==> config.mk <==
export PLATFORM = sky130hd
export DESIGN_NAME = uart_fifo_core
export DESIGN_NICKNAME = d
export VERILOG_FILES = /design/src/rtl/uart_pkg.sv /design/src/rtl/uart_sync_fifo.sv /design/src/rtl/uart_fifo_core.sv
export SDC_FILE = /design/constraint.sdc
export NUM_CORES = 1
export LEC_CHECK = 0
export ABC_AREA = 1
export BUFFER_PORTS_ARGS = -buffer_cell sky130_fd_sc_hd__buf_2
export CAP_MARGIN = 0
export CORE_MARGIN = 4
export CORE_UTILIZATION = 60
export DETAILED_ROUTE_END_ITERATION = 16
export GPL_TIMING_DRIVEN = 0
export PLACE_DENSITY = 0.83
export SLEW_MARGIN = 40
export SYNTH_ARGS = -nofsm -noshare
export SYNTH_HDL_FRONTEND = slang
export SYNTH_SLANG_ARGS = --single-unit
export TNS_END_PERCENT = 50
==> constraint.sdc <==
create_clock -name clk -period 3.48 [get_ports clk]
set_clock_uncertainty 0.05 [all_clocks]
set_input_delay 0.174 -clock clk [delete_from_list [all_inputs] [get_ports clk]]
set_output_delay 0.174 -clock clk [all_outputs]
set_load 0.02 [all_outputs]
==> src/rtl/uart_pkg.sv <==
// Shared types and helpers for the UART core: FSM state encodings, the RX FIFO
// entry layout and the parity function used by both directions.
package uart_pkg;

    localparam int DATA_BITS_BASE = 5;

    typedef enum logic [2:0] {
        TX_IDLE,
        TX_START,
        TX_DATA,
        TX_PARITY,
        TX_STOP
    } tx_state_t;

    typedef enum logic [2:0] {
        RX_IDLE,
        RX_START,
        RX_DATA,
        RX_PARITY,
        RX_STOP
    } rx_state_t;

    typedef struct packed {
        logic       frame_err;
        logic       parity_err;
        logic [7:0] data;
    } rx_entry_t;

    // ptype=1 gives even parity (bit = XOR of data), ptype=0 gives odd.
    function automatic logic parity_calc(input logic [7:0] data, input logic [3:0] nbits,
                                         input logic ptype);
        logic acc;
        acc = 1'b0;
        for (int i = 0; i < 8; i++) begin
            if (i < int'(nbits)) acc ^= data[i];
        end
        return ptype ? acc : ~acc;
    endfunction

endpackage

==> src/rtl/uart_sync_fifo.sv <==
// First-word-fall-through synchronous FIFO; push while full is accepted only
// when a pop happens in the same cycle.
module uart_sync_fifo #(
    parameter int WIDTH = 8,
    parameter int DEPTH = 16
) (
    input  logic                         clk,
    input  logic                         reset,
    input  logic                         push,
    input  logic [WIDTH-1:0]             wdata,
    input  logic                         pop,
    output logic [WIDTH-1:0]             rdata,
    output logic                         full,
    output logic                         empty,
    output logic [$clog2(DEPTH+1)-1:0]   level
);
    localparam int AW = $clog2(DEPTH);
    localparam int LW = $clog2(DEPTH + 1);

    logic [WIDTH-1:0] mem [DEPTH];
    logic [AW-1:0]    wptr;
    logic [AW-1:0]    rptr;
    logic             do_push;
    logic             do_pop;

    assign full    = (level == LW'(DEPTH));
    assign empty   = (level == '0);
    assign do_pop  = pop && !empty;
    assign do_push = push && (!full || do_pop);
    assign rdata   = mem[rptr];

    always_ff @(posedge clk) begin
        if (do_push) mem[wptr] <= wdata;
    end

    always_ff @(posedge clk) begin
        if (reset) begin
            wptr  <= '0;
            rptr  <= '0;
            level <= '0;
        end else begin
            if (do_push) wptr <= wptr + 1'b1;
            if (do_pop)  rptr <= rptr + 1'b1;
            case ({do_push, do_pop})
                2'b10:   level <= level + 1'b1;
                2'b01:   level <= level - 1'b1;
                default: level <= level;
            endcase
        end
    end

endmodule

==> src/rtl/uart_fifo_core.sv <==
// UART transceiver with baud tick generator, TX/RX framing FSMs, TX/RX FIFOs,
// sticky RX overrun and RTS flow control driven from RX FIFO occupancy.
module uart_fifo_core
    import uart_pkg::*;
#(
    parameter int DIV_W      = 16,
    parameter int OVERSAMPLE = 16,
    parameter int TX_DEPTH   = 16,
    parameter int RX_DEPTH   = 16
) (
    input  logic                            clk,
    input  logic                            reset,
    input  logic [DIV_W-1:0]                baud_div,
    input  logic [1:0]                      data_bit_num,
    input  logic                            stop_bit_num,
    input  logic                            parity_en,
    input  logic                            parity_type,
    input  logic [7:0]                      tx_wdata,
    input  logic                            tx_wvalid,
    output logic                            tx_wready,
    output logic [9:0]                      rx_rdata,
    output logic                            rx_rvalid,
    input  logic                            rx_rready,
    output logic [$clog2(TX_DEPTH+1)-1:0]   tx_level,
    output logic [$clog2(RX_DEPTH+1)-1:0]   rx_level,
    output logic                            rx_overrun,
    input  logic                            overrun_clr,
    output logic                            tx_busy,
    output logic                            tx,
    input  logic                            rx,
    input  logic                            cts_n,
    output logic                            rts_n
);
    localparam int OS_W = $clog2(OVERSAMPLE);
    localparam logic [OS_W-1:0] OS_LAST = OS_W'(OVERSAMPLE - 1);
    localparam logic [OS_W-1:0] OS_HALF = OS_W'(OVERSAMPLE / 2 - 1);

    // Tick generator; the divisor is only reloaded at wrap so a change never
    // produces a short period.
    logic [DIV_W-1:0] div_cnt;
    logic [DIV_W-1:0] div_q;
    logic             tick;

    assign tick = (div_cnt == '0);

    always_ff @(posedge clk) begin
        if (reset) begin
            div_cnt <= '0;
            div_q   <= baud_div;
        end else if (div_cnt >= div_q) begin
            div_cnt <= '0;
            div_q   <= baud_div;
        end else begin
            div_cnt <= div_cnt + 1'b1;
        end
    end

    // TX FIFO
    logic       tx_push;
    logic       tx_pop;
    logic       tx_full;
    logic       tx_empty;
    logic [7:0] tx_head;

    assign tx_wready = !tx_full;
    assign tx_push   = tx_wvalid && tx_wready;

    uart_sync_fifo #(.WIDTH(8), .DEPTH(TX_DEPTH)) u_tx_fifo (
        .clk   (clk),
        .reset (reset),
        .push  (tx_push),
        .wdata (tx_wdata),
        .pop   (tx_pop),
        .rdata (tx_head),
        .full  (tx_full),
        .empty (tx_empty),
        .level (tx_level)
    );

    // TX FSM
    tx_state_t       tx_state;
    logic [OS_W-1:0] tx_cnt;
    logic [2:0]      tx_bit;
    logic [7:0]      tx_data_q;
    logic [1:0]      tx_dbn_q;
    logic            tx_stop2_q;
    logic            tx_pen_q;
    logic            tx_ptype_q;
    logic            tx_stop_idx;
    logic            tx_q;
    logic            tx_frame_end;

    assign tx_frame_end = tick && (tx_cnt == OS_LAST) && (tx_state == TX_STOP) &&
                          (!tx_stop2_q || tx_stop_idx);
    // Popping at the final stop tick chains frames with no idle gap.
    assign tx_pop  = tick && !tx_empty && !cts_n && ((tx_state == TX_IDLE) || tx_frame_end);
    assign tx      = tx_q;
    assign tx_busy = (tx_state != TX_IDLE);

    always_ff @(posedge clk) begin
        if (reset) begin
            tx_state    <= TX_IDLE;
            tx_cnt      <= '0;
            tx_bit      <= '0;
            tx_data_q   <= '0;
            tx_dbn_q    <= '0;
            tx_stop2_q  <= 1'b0;
            tx_pen_q    <= 1'b0;
            tx_ptype_q  <= 1'b0;
            tx_stop_idx <= 1'b0;
            tx_q        <= 1'b1;
        end else if (tx_pop) begin
            tx_state   <= TX_START;
            tx_cnt     <= '0;
            tx_q       <= 1'b0;
            tx_data_q  <= tx_head;
            tx_dbn_q   <= data_bit_num;
            tx_stop2_q <= stop_bit_num;
            tx_pen_q   <= parity_en;
            tx_ptype_q <= parity_type;
        end else if (tick && tx_state != TX_IDLE) begin
            if (tx_cnt != OS_LAST) begin
                tx_cnt <= tx_cnt + 1'b1;
            end else begin
                tx_cnt <= '0;
                case (tx_state)
                    TX_START: begin
                        tx_state <= TX_DATA;
                        tx_bit   <= '0;
                        tx_q     <= tx_data_q[0];
                    end
                    TX_DATA: begin
                        if (tx_bit == ({1'b0, tx_dbn_q} + 3'd4)) begin
                            tx_stop_idx <= 1'b0;
                            if (tx_pen_q) begin
                                tx_state <= TX_PARITY;
                                tx_q     <= parity_calc(tx_data_q, {2'b00, tx_dbn_q} + 4'(DATA_BITS_BASE),
                                                        tx_ptype_q);
                            end else begin
                                tx_state <= TX_STOP;
                                tx_q     <= 1'b1;
                            end
                        end else begin
                            tx_bit <= tx_bit + 3'd1;
                            tx_q   <= tx_data_q[tx_bit + 3'd1];
                        end
                    end
                    TX_PARITY: begin
                        tx_state    <= TX_STOP;
                        tx_stop_idx <= 1'b0;
                        tx_q        <= 1'b1;
                    end
                    TX_STOP: begin
                        tx_q <= 1'b1;
                        if (tx_stop2_q && !tx_stop_idx) tx_stop_idx <= 1'b1;
                        else                            tx_state    <= TX_IDLE;
                    end
                    default: tx_state <= TX_IDLE;
                endcase
            end
        end
    end

    // RX synchroniser plus one extra stage for falling-edge detection
    logic rx_m;
    logic rx_s;
    logic rx_s_d;

    always_ff @(posedge clk) begin
        if (reset) begin
            rx_m   <= 1'b1;
            rx_s   <= 1'b1;
            rx_s_d <= 1'b1;
        end else begin
            rx_m   <= rx;
            rx_s   <= rx_m;
            rx_s_d <= rx_s;
        end
    end

    // RX FSM: start bit sampled at half period, later bits one full period apart.
    rx_state_t       rx_state;
    logic [OS_W-1:0] rx_cnt;
    logic [2:0]      rx_bit;
    logic [7:0]      rx_data;
    logic [1:0]      rx_dbn_q;
    logic            rx_pen_q;
    logic            rx_ptype_q;
    logic            rx_perr;
    logic            rx_push;
    rx_entry_t       rx_push_data;
    logic            rx_samp;

    assign rx_samp = tick && (rx_cnt == ((rx_state == RX_START) ? OS_HALF : OS_LAST));

    always_ff @(posedge clk) begin
        if (reset) begin
            rx_state     <= RX_IDLE;
            rx_cnt       <= '0;
            rx_bit       <= '0;
            rx_data      <= '0;
            rx_dbn_q     <= '0;
            rx_pen_q     <= 1'b0;
            rx_ptype_q   <= 1'b0;
            rx_perr      <= 1'b0;
            rx_push      <= 1'b0;
            rx_push_data <= '0;
        end else begin
            rx_push <= 1'b0;
            if (rx_state == RX_IDLE) begin
                if (rx_s_d && !rx_s) begin
                    rx_state   <= RX_START;
                    rx_cnt     <= '0;
                    rx_data    <= '0;
                    rx_perr    <= 1'b0;
                    rx_dbn_q   <= data_bit_num;
                    rx_pen_q   <= parity_en;
                    rx_ptype_q <= parity_type;
                end
            end else if (rx_samp) begin
                rx_cnt <= '0;
                case (rx_state)
                    RX_START: begin
                        rx_bit   <= '0;
                        rx_state <= rx_s ? RX_IDLE : RX_DATA;
                    end
                    RX_DATA: begin
                        rx_data[rx_bit] <= rx_s;
                        if (rx_bit == ({1'b0, rx_dbn_q} + 3'd4))
                            rx_state <= rx_pen_q ? RX_PARITY : RX_STOP;
                        else
                            rx_bit <= rx_bit + 3'd1;
                    end
                    RX_PARITY: begin
                        rx_perr  <= (rx_s != parity_calc(rx_data, {2'b00, rx_dbn_q} + 4'(DATA_BITS_BASE),
                                                         rx_ptype_q));
                        rx_state <= RX_STOP;
                    end
                    RX_STOP: begin
                        rx_push      <= 1'b1;
                        rx_push_data <= '{frame_err: !rx_s, parity_err: rx_perr, data: rx_data};
                        rx_state     <= RX_IDLE;
                    end
                    default: rx_state <= RX_IDLE;
                endcase
            end else if (tick) begin
                rx_cnt <= rx_cnt + 1'b1;
            end
        end
    end

    // RX FIFO, overrun and RTS
    logic rx_pop;
    logic rx_full;
    logic rx_empty;
    logic overrun_evt;

    assign rx_rvalid   = !rx_empty;
    assign rx_pop      = rx_rvalid && rx_rready;
    assign overrun_evt = rx_push && rx_full && !rx_pop;

    uart_sync_fifo #(.WIDTH($bits(rx_entry_t)), .DEPTH(RX_DEPTH)) u_rx_fifo (
        .clk   (clk),
        .reset (reset),
        .push  (rx_push),
        .wdata (rx_push_data),
        .pop   (rx_pop),
        .rdata (rx_rdata),
        .full  (rx_full),
        .empty (rx_empty),
        .level (rx_level)
    );

    always_ff @(posedge clk) begin
        if (reset) begin
            rx_overrun <= 1'b0;
            rts_n      <= 1'b0;
        end else begin
            if (overrun_evt)      rx_overrun <= 1'b1;
            else if (overrun_clr) rx_overrun <= 1'b0;
            rts_n <= (rx_level >= ($clog2(RX_DEPTH+1))'(RX_DEPTH - 1));
        end
    end

endmodule

==> Yosys cells after proc, flatten, opt, wreduce, memory -nomap -nowiden <==
Memories as Yosys holds them, arrays and structs flattened. A register that Yosys moved wholly into a read port is not among the register bits.
Cells that the tools add are included.
{ "totals": {"ff_bits": 114, "mem_bits_rw": 288, "input_bits": 36, "memories": 2} }
{ "memory_table": {"columns": ["memory", "words", "width", "read_ports", "rd_ports_with_merged_regs", "wr", "line", "rtl"], "rows": [
  ["u_rx_fifo.mem", 16, 10, 1, 1, 1, "uart_sync_fifo.sv:20", "logic [WIDTH-1:0] mem [DEPTH];"],
  ["u_tx_fifo.mem", 16, 8, 1, 1, 1, "uart_sync_fifo.sv:20", null]
]} }
{ "classes": {"n_addsub": 17, "order_cmp": 21, "eq_ne": 30, "muxes": 165, "bitwise": 20, "reduce_logical": 67} }
{ "op_table": {"columns": ["operator", "count"], "rows": [
  ["1-bit 2-to-1 mux", 129],
  ["3-bit by 4-bit less-than comparator with 1-bit output (first input constant)", 8],
  ["16-bit 2-to-1 mux", 2],
  ["4-bit 2-to-1 mux", 8],
  ["8-bit 2-to-1 mux", 4],
  ["3-bit 2-to-1 mux", 10],
  ["4-bit by 1-bit adder with 4-bit output (second input constant)", 6],
  ["5-bit case mux with 2 select lines", 2],
  ["2-bit nonzero test", 10],
  ["1-bit logical AND", 19],
  ["16-bit by 1-bit adder with 16-bit output (second input constant)", 1],
  ["16-bit >= comparator", 1],
  ["16-bit logical NOT", 1],
  ["1-bit by 4-bit less-than comparator with 1-bit output (first input constant)", 4],
  ["2-bit by 4-bit less-than comparator with 1-bit output (first input constant)", 4],
  ["3-bit AND reduction", 5],
  ["1-bit bitwise XOR", 14],
  ["3-bit by 2-bit == test with 1-bit output (second input constant)", 4],
  ["3-bit case mux with 2 select lines", 2],
  ["3-bit case mux with 4 select lines", 1],
  ["4-bit AND reduction", 3],
  ["5-bit by 1-bit adder with 5-bit output (second input constant)", 2],
  ["5-bit == test (second input constant)", 2],
  ["5-bit logical NOT", 2],
  ["37 further kinds", 76]
]} }

==> Logic depth before layout (Yosys ltp) <==
{ "logic_depth": {"ltp_word": 81, "mapped_depth": 17} }

==> Hierarchy <==
A second synthesis with hierarchy kept.
{ "hier_totals": {"hier_cells": 1854, "hier_area_um2": 18707.9} }
{ "by_module_without_submodules": {"columns": ["mod", "instances", "cells_each", "area_per_inst_um2", "seq_area_each_um2"], "rows": [
  ["uart_sync_fifo (u_rx_fifo)", 1, 637, 7462.2, 5144.9],
  ["uart_sync_fifo (u_tx_fifo)", 1, 536, 6153.4, 4184.0],
  ["uart_fifo_core", 1, 681, 5092.4, 2082.0]
]} }

==> Least setup slack after synthesis <==
No wires, ideal clock.
{ "synth_path": {"path_type": "reg-to-reg", "from": "register u_rx_fifo.level[1]", "to": "register u_rx_fifo.level[4]", "t_arrival_ns": 2.437, "required_ns": 3.360, "path_slack_ns": 0.923, "path_stages_with_launch": 13, "n_path_buf": 0, "synth_period_minus_slack_ns": 2.557, "path_cell_list": "dfxtp_1 > nor4_2 > nand2_1 > nand2_1 > inv_2 > ha_1 > ha_1 > nand2_1 > nor2_1 > a211oi_1 > xor2_1 > nand2_1 > a21oi_1"} }
{ "synth_between": {"elab_chain_len": 8} }
{ "synth_lines": {"columns": ["element", "line", "rtl"], "rows": [
  ["from (decl)", "uart_sync_fifo.sv:15", "output logic [$clog2(DEPTH+1)-1:0] level"],
  ["from (signal assigned)", "uart_sync_fifo.sv:45", "2'b10: level <= level + 1'b1;"],
  ["from (signal assigned)", "uart_sync_fifo.sv:46", "2'b01: level <= level - 1'b1;"],
  ["from (signal assigned)", "uart_sync_fifo.sv:47", "default: level <= level;"],
  ["5-bit logical NOT (*)", "uart_sync_fifo.sv:27", "assign empty = (level == '0);"],
  ["1-bit logical NOT (*)", "uart_fifo_core.sv:258", "assign rx_rvalid = !rx_empty;"],
  ["via rx_rvalid", "uart_fifo_core.sv:22", "output logic rx_rvalid,"],
  ["1-bit logical AND", "uart_fifo_core.sv:259", "assign rx_pop = rx_rvalid && rx_rready;"],
  ["1-bit logical AND (*)", "uart_sync_fifo.sv:28", "assign do_pop = pop && !empty;"],
  ["via u_rx_fifo.do_pop", "uart_sync_fifo.sv:24", "logic do_pop;"],
  ["1-bit logical OR", "uart_sync_fifo.sv:29", "assign do_push = push && (!full || do_pop);"],
  ["1-bit logical AND", "uart_sync_fifo.sv:29", null],
  ["2-bit by 1-bit == test with 1-bit output / 2-bit == test (equally long branches)", "uart_sync_fifo.sv:44", "case ({do_push, do_pop})"],
  ["5-bit case mux with 2 select lines / 2-bit nonzero test (equally long branches)", null, null]
]} }
Mark *: on every way through the listed nets, which the timed path passes. The rest lies on a longest branch.
A chain may end at the register's enable or synchronous reset.

==> Worst setup path in the final report <==
{ "layout_path": {"from": "register div_cnt[0]", "to": "register u_tx_fifo.level[4]"} }
{ "layout_between": {"elab_chain_len": 11} }
{ "layout_lines": {"columns": ["element", "line", "rtl"], "rows": [
  ["from (decl)", "uart_fifo_core.sv:40", "logic [DIV_W-1:0] div_cnt;"],
  ["from (signal assigned)", "uart_fifo_core.sv:54", "div_cnt <= div_cnt + 1'b1;"],
  ["16-bit logical NOT (*)", "uart_fifo_core.sv:44", "assign tick = (div_cnt == '0);"],
  ["1-bit logical AND (3 in a row)", "uart_fifo_core.sv:93", "assign tx_frame_end = tick && (tx_cnt == OS_LAST) && (tx_state == TX_STOP) &&"],
  ["1-bit logical OR", "uart_fifo_core.sv:96", "assign tx_pop = tick && !tx_empty && !cts_n && ((tx_state == TX_IDLE) || tx_frame_end);"],
  ["1-bit logical AND (*)", "uart_fifo_core.sv:96", null],
  ["1-bit logical AND (*)", "uart_sync_fifo.sv:28", null],
  ["via u_tx_fifo.do_pop", "uart_sync_fifo.sv:24", null],
  ["1-bit logical OR", "uart_sync_fifo.sv:29", null],
  ["1-bit logical AND", "uart_sync_fifo.sv:29", null],
  ["2-bit by 1-bit == test with 1-bit output / 2-bit == test (equally long branches)", "uart_sync_fifo.sv:44", null],
  ["5-bit case mux with 2 select lines / 2-bit nonzero test (equally long branches)", null, null],
  ["to (signal assigned)", "uart_sync_fifo.sv:45", null],
  ["to (signal assigned)", "uart_sync_fifo.sv:46", null],
  ["to (signal assigned)", "uart_sync_fifo.sv:47", null],
  ["to (decl)", "uart_sync_fifo.sv:15", null]
]} }
Marked as above.

==> results by group <==
Final layout
  – Fill cell count: between 2000 and 2500
  – Nets: 1915
  – Final core occ: between 60 and 70%
  – Cell area after layout: 0.0205 mm^2
  – Area grow syn2layout: 13.7%
  – Antenna cells: 0
  – Share of layout cells above drive strength 1: about 10%

Placed design
  – Placement Cell Area: ~0.019 mm^2
  – Port buffer count: 60
  – Detailed placement HPWL: around 28000 um
  – GP Congestion: between 0.9 and 1
  – Setup slack at placement: 0.550 ns

STA
  – Final setup TNS: 0 ns
  – Relative slew slack: 43.8%
  – Fin crit period: approximately 3.0 ns
  – Final Hold Fails: 0
  – Final period utilization: between 80 and 90%
  – Setup-failing EPs final: 0
  – RSZ-0062 raised after global routing: no
  – Worst Tran Pin Value: approximately 0.84 ns
  – Max Slew Vio Count: 0
  – Fmax: around 0.34 GHz
  – Worst Setup Slack, final: ~0.52 ns

CTS
  – Clock transition at path regs: 0.06 ns
  – CTS root buf: clkbuf_16
  – Clk buf depth: 3
  – Worst-Skew Late Latency: 0.54 ns
  – TritonCTS buffer count: about 40
  – CTS H-Tree Depth: 2
  – Postcts setup bufs: 0
  – CTS tree: done
  – Clock Sinks: ~410

Synth
  – Cell taking the most area after synthesis: edfxtp_1
  – Sequential area share after synthesis: between 60% and 70%
  – Commonest cells in the netlist: edfxtp_1 (304), nor2_1 (230), nand2_1 (192)
  – Synth Instances: 1705
  – Most common cell in the netlist: edfxtp_1
  – Number of flops mapped to enable cells by yosys: 304
  – Synth top area share: roughly half
  – Top FF cell, synth: edfxtp_1
  – Mean post-synth cell area: 10.6 um^2
  – Top post-synthesis cells by area: edfxtp_1 (51%), dfxtp_1 (12%), nor2_1 (4.8%), o21ai_0 (4.7%), nand2_1 (4.0%)
  – Syn_nets: between 1500 and 2000
  – Async set-reset flop share out of synthesis: 0%
  – Syn. warnings: 0
  – Synth cell types: 46
  – Yosys reg bits: between 400 and 500
  – Cell Area, Synth: ~0.018 mm^2

Global route
  – Busiest layer in global routing: met2
  – Grt met3 use: approximately 3.7%
  – Largest net degree at the start of global routing: 26
  – GRT Resource Usage Total: between 20% and 30%
  – Vias in the first global route: approximately 13000
  – Met2 Use GR: a little under half
  – Antenna violations before repair: 0
  – Met1 global-route usage: around a third
  – Total congestion overflow: 0
  – First-pass GRT wire length: around 67000 um

Setup path
  – Slowest CP cell: dfxtp_1
  – Worst-case reg-to-reg path depth: 17
  – Crit path DAT: roughly 3.4 ns
  – CP Capture Type: flop
  – Cell mode on critical path: ha_1
  – Critical path type: flop to flop
  – CP max stage delay: roughly 0.34 ns
  – WP buf/inv: 3
  – Crit path cell chain: inv_1, ha_1, nand3_2, nor2_4, nand2_4, nor2_2, nand2_2, inv_2, buf_6, ha_1, ha_1, nand2_1, nor2_1, a211oi_1, xor2_1, nand2_1, a21oi_1
  – Startpoint types: flop
  – Worst path depth: 17
  – Crit Path Max Fanout: 10
  – CP required: 3.89 ns
  – Largest delay share family, worst path: adder cells

Power
  – Pint: around 9000 uW
  – Sequential share of power: about 43%
  – Logic pwr share: ~22%
  – Sw Ratio: between 30% and 40%
  – Worst VDD drop: between 0.0005 and 0.0006 V
  – Lkg Pwr: 0.00767 uW
  – Clock power share: 34.2%
  – Power Dens Cells: 628 mW/mm^2
  – Net Sw Power: ~4000 uW

Floorplan
  – Full die area: roughly 0.033 mm^2
  – DIE HEIGHT: roughly 180 um
  – Initial core utilization: roughly 60%
  – Num rows: 63
  – Chip Width: 181 um
  – Io pins: 62
  – Core area: 0.0296 mm^2

Run status
  – Outcome: finished clean

Detailed routing
  – Wire length per cell: between 15 and 20 um
  – Starting DRC count in detailed routing: between 1000 and 1500
  – DR vias: around 13000
  – DRC violation count after routing: 0
  – Vias per cell: about 5.9
  – Detail Route Antenna Nets: 0
  – Number of iterations in the first detailed-routing pass: 6
  – Final wirelength: approximately 44000 um

Run
  – Max-Cap Viols: 0

Hold path
  – Worst hold-check path type: primary input to flop
  – Hold Crit Depth: 1
flip-flops by register name (all words and copies together), names as in the netlist, 5 cells and up, named ones only:
signal / flops
div_cnt: 16
rx_data: 8
rx_push_data: 10
u_tx_fifo.level: 5
tx_data_q: 8
u_tx_fifo.mem: 128
div_q: 16
u_rx_fifo.level: 5
u_rx_fifo.mem: 160
logic make-up (layout without fill, tap and decap cells):
kind of cell	Yosys count	count (layout)	synth area share [%]
fa+ha+maj	42	42	3.00
compound gates	388	388	12.1
flops	414	414	62.8
buf+inv	251	415	5.57
mux	40	40	2.22
xor+xnor	32	32	1.55
simple gates	538	538	12.7
layout by cell type, fill, tap and decap left out, types with 6 or more instances in the layout:
cell type / Yosys / routed
buf_2: 22 / 82
ha_1: 40 / 40
clkbuf_1: 39 / 55
nor2_2: 1 / 23
edfxtp_1: 304 / 304
nor3_1: 14 / 14
xnor2_1: 15 / 15
xor2_1: 17 / 17
nand2_1: 192 / 192
inv_1: 173 / 173
nand4_1: 10 / 10
clkinv_2: 0 / 6
nand3_2: 6 / 6
buf_1: 6 / 6
o21ai_0: 168 / 168
dlygate4sd3_1: 0 / 29
o221ai_1: 14 / 14
clkbuf_16: 0 / 42
a21oi_1: 120 / 120
dfxtp_1: 110 / 110
a31oi_1: 9 / 9
mux2i_1: 40 / 40
nand3_1: 66 / 66
nor2_1: 230 / 208
o211ai_1: 58 / 58
timing repair:
action,CTS,global route
hold buffers,29,0
gates resized for setup,0,0
hold endpoints to repair,90,0
per-stage QoR:
stage	cells	hold slack, ns	power [uW]
2_1_floorplan	1705	0.223	7610
3_3_place_gp	2155	0.300	8340
3_5_place_dp	2155	0.302	8460
4_1_cts	2259	0.00643	12900
5_1_grt	2259	0.0136	13400
6_report	2259	0.0134	12900
final timing paths:
kind	start	end	slack, ns
min	tx_wdata[2]	u_tx_fifo.mem[5][2]	0.01
max	div_cnt[0]	u_tx_fifo.level[4]	0.52
max reg2reg	div_cnt[0]	u_tx_fifo.level[4]	0.52
min reg2reg	rx_m	rx_s	0.35
layout make-up:
type	count	area (um^2)	area share, %
plain buffers	71	327	1.59
clock buffers	61	1150	5.62
clock inverters	14	181	0.885
inverters	180	678	3.31
multi-input cells	1040	5750	28.1
flip-flops and latches	414	11300	55.3
well taps	390	488	2.38
repair buffers	89	591	2.88
power by group through the flow:
stage	sequential [uW]	combinational (uW)	clock (uW)
floorplan	5700	1910	0
finish	5590	2880	4410
global route	5610	3130	4660
CTS	5580	2830	4440
global placement	5670	2660	0
detailed placement	5680	2770	0
per-layer routing:
| metal | routed length (um) | part of all wire [%] |
|---|---|---|
| met1 | 16500 | 38 |
| met2 | 22200 | 51 |
| met3 | 3300 | 7.6 |
| met4 | 1660 | 3.8 |
| met5 | 0 | 0 |
Note: power is estimated with default switching activity, not from simulation.
